[config.mk]
export PLATFORM = sky130hd
export DESIGN_NAME = snake_game_ctrl
export DESIGN_NICKNAME = d
export VERILOG_FILES = /design/src/rtl/snake_game_ctrl.sv
export SDC_FILE = /design/constraint.sdc
export NUM_CORES = 1
export LEC_CHECK = 0
export CORE_ASPECT_RATIO = 1.25
export CORE_UTILIZATION = 50
export DETAILED_ROUTE_END_ITERATION = 7
export GPL_TIMING_DRIVEN = 0
export PLACE_DENSITY = 0.79
export SYNTH_ARGS = -nofsm -noshare
export SYNTH_HDL_FRONTEND = slang
export SYNTH_SLANG_ARGS = --single-unit
[constraint.sdc]
create_clock -name clk -period 3.37 [get_ports clk]
set_input_delay 0.674 -clock clk [delete_from_list [all_inputs] [get_ports clk]]
set_output_delay 0.674 -clock clk [all_outputs]
set_load 0.1 [all_outputs]
[src/rtl/snake_game_ctrl.sv]
// snake_game_ctrl: game FSM, step timing, direction filter and apple scoring for the snake datapath.
// Optional build macro SNAKE_SPEEDUP_EN shortens the step period as apples are collected.
module snake_game_ctrl #(
  parameter int unsigned FRAMES_PER_STEP = 8,
  parameter int unsigned MIN_FRAMES      = 2,
  parameter int unsigned SPEEDUP_EVERY   = 4,
  parameter int unsigned GAMEOVER_FRAMES = 120,
  parameter int unsigned SCORE_W         = 8
) (
  input  logic               clk,
  input  logic               reset,
  input  logic               frame_tick,
  input  logic               start_btn,
  input  logic [2:0]         dir_in,
  input  logic [1:0]         collision,
  output logic [1:0]         game_state,
  output logic [2:0]         direction,
  output logic               update,
  output logic [SCORE_W-1:0] score
);

  localparam int unsigned CNT_W = (FRAMES_PER_STEP > 1) ? $clog2(FRAMES_PER_STEP) : 1;
  localparam int unsigned PER_W = $clog2(FRAMES_PER_STEP + 1);
  localparam int unsigned GO_W  = (GAMEOVER_FRAMES > 1) ? $clog2(GAMEOVER_FRAMES) : 1;

  localparam logic [2:0] DIR_NONE  = 3'b000;
  localparam logic [2:0] DIR_UP    = 3'b001;
  localparam logic [2:0] DIR_DOWN  = 3'b010;
  localparam logic [2:0] DIR_LEFT  = 3'b011;
  localparam logic [2:0] DIR_RIGHT = 3'b100;

  // Elaboration-time parameter sanity checks.
  if (FRAMES_PER_STEP < 2) begin : g_bad_fps
    $error("FRAMES_PER_STEP must be at least 2");
  end
  if (MIN_FRAMES < 1 || MIN_FRAMES > FRAMES_PER_STEP) begin : g_bad_min
    $error("MIN_FRAMES must lie in 1..FRAMES_PER_STEP");
  end
  if (SPEEDUP_EVERY < 1) begin : g_bad_every
    $error("SPEEDUP_EVERY must be at least 1");
  end
  if (GAMEOVER_FRAMES < 1) begin : g_bad_go
    $error("GAMEOVER_FRAMES must be at least 1");
  end

  typedef enum logic [1:0] {
    ST_START = 2'b00,
    ST_PLAY  = 2'b01,
    ST_PAUSE = 2'b10,
    ST_OVER  = 2'b11
  } state_t;

  state_t             state_q, state_d;
  logic [CNT_W-1:0]   frame_cnt_q, frame_cnt_d;
  logic [GO_W-1:0]    go_cnt_q, go_cnt_d;
  logic               update_q, update_d;
  logic [2:0]         dir_q, dir_d;
  logic [2:0]         pending_q, pending_d;
  logic [SCORE_W-1:0] score_q, score_d;
  logic               start_prev_q, start_prev_d;
  logic               apple_prev_q, apple_prev_d;

  logic               start_edge_c;
  logic               apple_c;
  logic               apple_edge_c;
  logic               wall_c;
  logic               dir_ok_c;
  logic [PER_W-1:0]   period_c;
  logic               step_due_c;

  function automatic logic [2:0] reverse_of(input logic [2:0] d);
    case (d)
      DIR_UP:    return DIR_DOWN;
      DIR_DOWN:  return DIR_UP;
      DIR_LEFT:  return DIR_RIGHT;
      DIR_RIGHT: return DIR_LEFT;
      default:   return DIR_NONE;
    endcase
  endfunction

`ifdef SNAKE_SPEEDUP_EN
  localparam int unsigned APL_W     = (SPEEDUP_EVERY > 1) ? $clog2(SPEEDUP_EVERY) : 1;
  localparam int unsigned MAX_SPEED = FRAMES_PER_STEP - MIN_FRAMES;

  logic [PER_W-1:0] speed_q, speed_d;
  logic [APL_W-1:0] apple_mod_q, apple_mod_d;

  // Speed level is capped so the period never drops below MIN_FRAMES.
  assign period_c = PER_W'(FRAMES_PER_STEP) - speed_q;
`else
  assign period_c = PER_W'(FRAMES_PER_STEP);
`endif

  assign start_edge_c = start_btn & ~start_prev_q;
  assign apple_c      = (collision == 2'b10);
  assign apple_edge_c = apple_c & ~apple_prev_q;
  assign wall_c       = (collision == 2'b01);
  assign dir_ok_c     = (dir_in >= DIR_UP) && (dir_in <= DIR_RIGHT) && (dir_in != reverse_of(dir_q));
  // A count at or past the last frame of a (possibly shrunk) period completes the step.
  assign step_due_c   = (PER_W'(frame_cnt_q) >= (period_c - PER_W'(1)));

  always_comb begin
    logic clr_game;
    clr_game     = 1'b0;
    state_d      = state_q;
    frame_cnt_d  = frame_cnt_q;
    go_cnt_d     = go_cnt_q;
    update_d     = 1'b0;
    dir_d        = dir_q;
    pending_d    = pending_q;
    score_d      = score_q;
    start_prev_d = start_btn;
    apple_prev_d = apple_c;
`ifdef SNAKE_SPEEDUP_EN
    speed_d      = speed_q;
    apple_mod_d  = apple_mod_q;
`endif

    if (dir_ok_c) pending_d = dir_in;

    case (state_q)
      ST_START: begin
        if (start_edge_c) begin
          state_d  = ST_PLAY;
          clr_game = 1'b1;
        end
      end
      ST_PLAY: begin
        if (apple_edge_c) begin
          if (score_q != {SCORE_W{1'b1}}) score_d = score_q + SCORE_W'(1);
`ifdef SNAKE_SPEEDUP_EN
          if (apple_mod_q == APL_W'(SPEEDUP_EVERY - 1)) begin
            apple_mod_d = '0;
            if (speed_q < PER_W'(MAX_SPEED)) speed_d = speed_q + PER_W'(1);
          end else begin
            apple_mod_d = apple_mod_q + APL_W'(1);
          end
`endif
        end
        if (wall_c) begin
          state_d  = ST_OVER;
          go_cnt_d = '0;
        end else begin
          if (start_edge_c) state_d = ST_PAUSE;
          if (frame_tick) begin
            if (step_due_c) begin
              update_d    = 1'b1;
              frame_cnt_d = '0;
              if (pending_d != DIR_NONE) dir_d = pending_d;
              pending_d   = DIR_NONE;
            end else begin
              frame_cnt_d = frame_cnt_q + CNT_W'(1);
            end
          end
        end
      end
      ST_PAUSE: begin
        if (start_edge_c) state_d = ST_PLAY;
      end
      ST_OVER: begin
        if (frame_tick) begin
          if (go_cnt_q == GO_W'(GAMEOVER_FRAMES - 1)) begin
            state_d  = ST_START;
            go_cnt_d = '0;
            clr_game = 1'b1;
          end else begin
            go_cnt_d = go_cnt_q + GO_W'(1);
          end
        end
      end
      default: state_d = ST_START;
    endcase

    // Fresh game context on entry to START and on leaving START for PLAY.
    if (clr_game) begin
      score_d     = '0;
      frame_cnt_d = '0;
      dir_d       = DIR_RIGHT;
      pending_d   = DIR_NONE;
`ifdef SNAKE_SPEEDUP_EN
      speed_d     = '0;
      apple_mod_d = '0;
`endif
    end
  end

  always_ff @(posedge clk or posedge reset) begin
    if (reset) begin
      state_q      <= ST_START;
      frame_cnt_q  <= '0;
      go_cnt_q     <= '0;
      update_q     <= 1'b0;
      dir_q        <= DIR_NONE;
      pending_q    <= DIR_NONE;
      score_q      <= '0;
      start_prev_q <= 1'b0;
      apple_prev_q <= 1'b0;
`ifdef SNAKE_SPEEDUP_EN
      speed_q      <= '0;
      apple_mod_q  <= '0;
`endif
    end else begin
      state_q      <= state_d;
      frame_cnt_q  <= frame_cnt_d;
      go_cnt_q     <= go_cnt_d;
      update_q     <= update_d;
      dir_q        <= dir_d;
      pending_q    <= pending_d;
      score_q      <= score_d;
      start_prev_q <= start_prev_d;
      apple_prev_q <= apple_prev_d;
`ifdef SNAKE_SPEEDUP_EN
      speed_q      <= speed_d;
      apple_mod_q  <= apple_mod_d;
`endif
    end
  end

  assign game_state = state_q;
  assign direction  = dir_q;
  assign update     = update_q;
  assign score      = score_q;

endmodule

==> results.md <==
- Routability cong.: just under 0.8
- CTS max path bufs: 2
- Die Footprint: 0.00349 sq mm
- Vias in the first global route: approximately 1300
- Ys async rst share: 100%
- Critical R2R Capture: score[0]
- Tcrit/Tclk final: between 70% and 80%
- Worst reg-to-reg path cell count: 6
- Die height: 65.8 microns
- Setup violators final: 0
- CP max-delay cell: clkdlybuf4s50_1
- Final net count: 208
- Area leader, netlist: dfrtp_1
- EDFF count, synth: 0
- Hold Crit Start: go_cnt_q[6]
- Run status: complete, no violations
- DRC: 0
- Leak: between 0.8 and 0.9 nW
- Maxcap violations: 0
- Final TNS setup: 0 ps
- RSZ-0062 raised after global routing: no
- Wirelength, routed: roughly 3100 microns
- Top FF cell, synth: dfrtp_1
- Worst Path Buf+Inv: 1
- Seq/Total Area, Yosys: 44.5%
- Critical path arrival: slightly below 2000 ps
- Area Overhead vs Synth: 19.4%
- Sw power: just under 0.3 mW
- Clk_lat worst skew: 320 ps
- I/O pin count: 23
- Crit path required time: 2700 ps
- Share of cells above drive strength 1: 9.90%
- Area of the core: 0.00303 sq mm
- Initial antenna violation count: 0
- Syn Nets: 179
- Worst reg2reg setup slack: between 1000 and 1500 ps
- Crit path max-delay family: buffers and inverters
- Vias per Instance: 5.67
- DR WL/cell: 13.8 microns
- Least-Margin Pin Slew: between 1000 and 1500 ps
- R2R Path Start: go_cnt_q[0]
- Post-Syn Area per Cell: 10.1 sq um
- Critical Path Start Type: flip-flop
- CP max FO: 6
- Slew headroom: 29.7%
- Total global routing overflow: 0
- Inserted Clock Buffers: 5
- DIE WIDTH: 53.1 microns
- Syn Inst Count: 162
- Int Power: ~0.57 mW
- Detailed placement HPWL: 2460 microns
- Initial core utilization: between 50 and 60%
- Hold Vio Cnt, Final: 0
- Power, Total: 0.865 mW
- Critical-path cell list: clkdlybuf4s50_1
- Post-route antenna net violation count: 0
- Pin count of the biggest net entering global routing: 30
- Slowest stage delay, CP: 1170 ps
- Crit path from: score[3]
- Crit end category: primary output
- Yosys top cell area share: 44.5%
- Iter 0 DRT Violations: 31
- Hold Crit Endpoint: go_cnt_q[6]
- I/O Buffers: 22
- Root Driver: clkbuf_4
- H-tree levels: 2
- Crit path time final: 2610 ps
- Max Slew Vio Count: 0
- Share of total power in combinational logic: 26.3%
- Switching part of the total: 34.2%
- Antenna cell count: 0
- YS warnings: 0
- Fill cells: between 200 and 300
- Cts hold-fix bufs: 0
- Synthesized cell area: ~0.0016 sq mm
- Path type of the worst setup path: flip-flop to primary output
- Number of library cell types mapped by synthesis: 47
- Gr usage total: 20.9%
- Hold crit path type: flip-flop to flip-flop
- First-pass GRT wire length: 5270 microns
- CTS clk-pin slew, worst paths: 90 ps
- Top cells by area, synth: dfrtp_1, ha_1, mux2i_1
- Power per cell area: 444 mW/mm^2
- Site Rows: 22
- Vias: 1292
- Post-CTS setup buffers: 0
- Sequential Power Share: between 50% and 60%
- #FFs+latches synth: 29
- VDD IR max: 0.298 mV
- CTS tree: built
- # resized after CTS: 0
- Hold Path Depth: 1
- Fmax: 383 MHz
- CTS sink cnt: 29
- Drt pass-1 iters: 4
- Clk_skew: approximately 5.3 ps
- Clock power frac: 22.1%
## area by class of cell
cell class | instances | area, sq um | share of cell area [%]
clock inverter | 2 | 10.0 | 0.514
tap | 36 | 45.0 | 2.31
buffer | 3 | 20.0 | 1.03
clock buffer | 6 | 41.3 | 2.12
timing repair buffer | 22 | 220 | 11.3
multi-input combinational | 120 | 847 | 43.5
inverter | 10 | 37.5 | 1.93
sequential | 29 | 726 | 37.3
## sequential cells by signal, summed over array words and instances (netlist names)
| register | cells |
|---|---|
| frame_cnt_q | 3 |
| game_state | 2 |
| direction | 3 |
| score | 8 |
| pending_q | 3 |
| update | 1 |
| go_cnt_q | 7 |
| apple_prev_q | 1 |
| start_prev_q | 1 |
## kinds of logic after synthesis
family	count (synthesis)	synth area share, %
AO/OA/AOI/OAI	32	15.3
XOR/XNOR	8	4.30
adder cells (fa/ha/maj)	8	6.14
buffers and inverters	13	3.53
flip-flops	29	44.5
multiplexers	10	6.29
AND/OR/NAND/NOR	62	20.0
## cell usage after synthesis, types with 2 or more instances
library cell	number
nor3_1	7
nand2_1	12
o21bai_1	3
a21oi_1	4
ha_1	8
inv_1	9
nand3_1	5
nand4_1	3
o21ai_1	2
dfrtp_1	29
mux2i_1	8
nor2_1	18
nand2b_1	2
xnor2_1	5
and4_1	2
a211oi_1	2
a311oi_1	2
o31ai_1	2
nor2b_1	6
o21ai_0	4
xor2_1	3
## worst max path at each step
stage,endpoint,depth (start not counted)
6_report,score[3],1
5_1_grt,score[3],1
4_1_cts,score[3],1
3_5_place_dp,direction[1],7
3_3_place_gp,direction[1],7
2_1_floorplan,score[5],6
## per-stage QoR
stage / util [%] / std cells / hold slack [ps] / worst slack, ps / area (sq um)
after global placement: 62.6 / 220 / 461 / 757 / 1900
after global routing: 64.3 / 228 / 522 / 704 / 1950
after floorplan: - / 162 / 437 / 998 / 1630
after detailed placement: 62.6 / 220 / 473 / 681 / 1900
after CTS: 64.3 / 228 / 488 / 743 / 1950
final: 64.3 / 228 / 491 / 759 / 1950
## power groups by stage
stage / clock, mW / combinational [mW] / sequential, mW
finish: 0.191 / 0.227 / 0.447
global route: 0.215 / 0.253 / 0.452
CTS: 0.200 / 0.229 / 0.446
detailed placement: 0 / 0.228 / 0.452
global placement: 0 / 0.215 / 0.447
floorplan: 0 / 0.139 / 0.473
## worst reg2reg max path, stage by stage (launching register included)
cell	delay, ps
dfrtp_1	420
ha_1	230
and4_1	270
nand4_1	150
a21oi_2	380
clkbuf_1	390
nor2_1	110
## routing by layer
metal	up-vias	GRT usage [%]	routed length [microns]
met4	0	9.87	57
met1	628	20.0	1220
met3	7	3.45	68
met5	-	0	0
met2	15	40.8	1790
li1	642	-	-
## cell usage in the layout (no fill, tap or decap), types with 3 or more instances in the layout
cell             instances
xnor2_1                  5
nand3_1                  5
inv_1                    9
nand2_1                 12
o21bai_1                 3
xor2_1                   3
o21ai_0                  4
nor2_1                  18
ha_1                     8
a21oi_1                  4
nor2b_1                  6
clkdlybuf4s50_1         22
dfrtp_1                 29
nor3_1                   7
mux2i_1                  8
nand4_1                  3
clkbuf_4                 5
(Power assumes the default switching activity.)
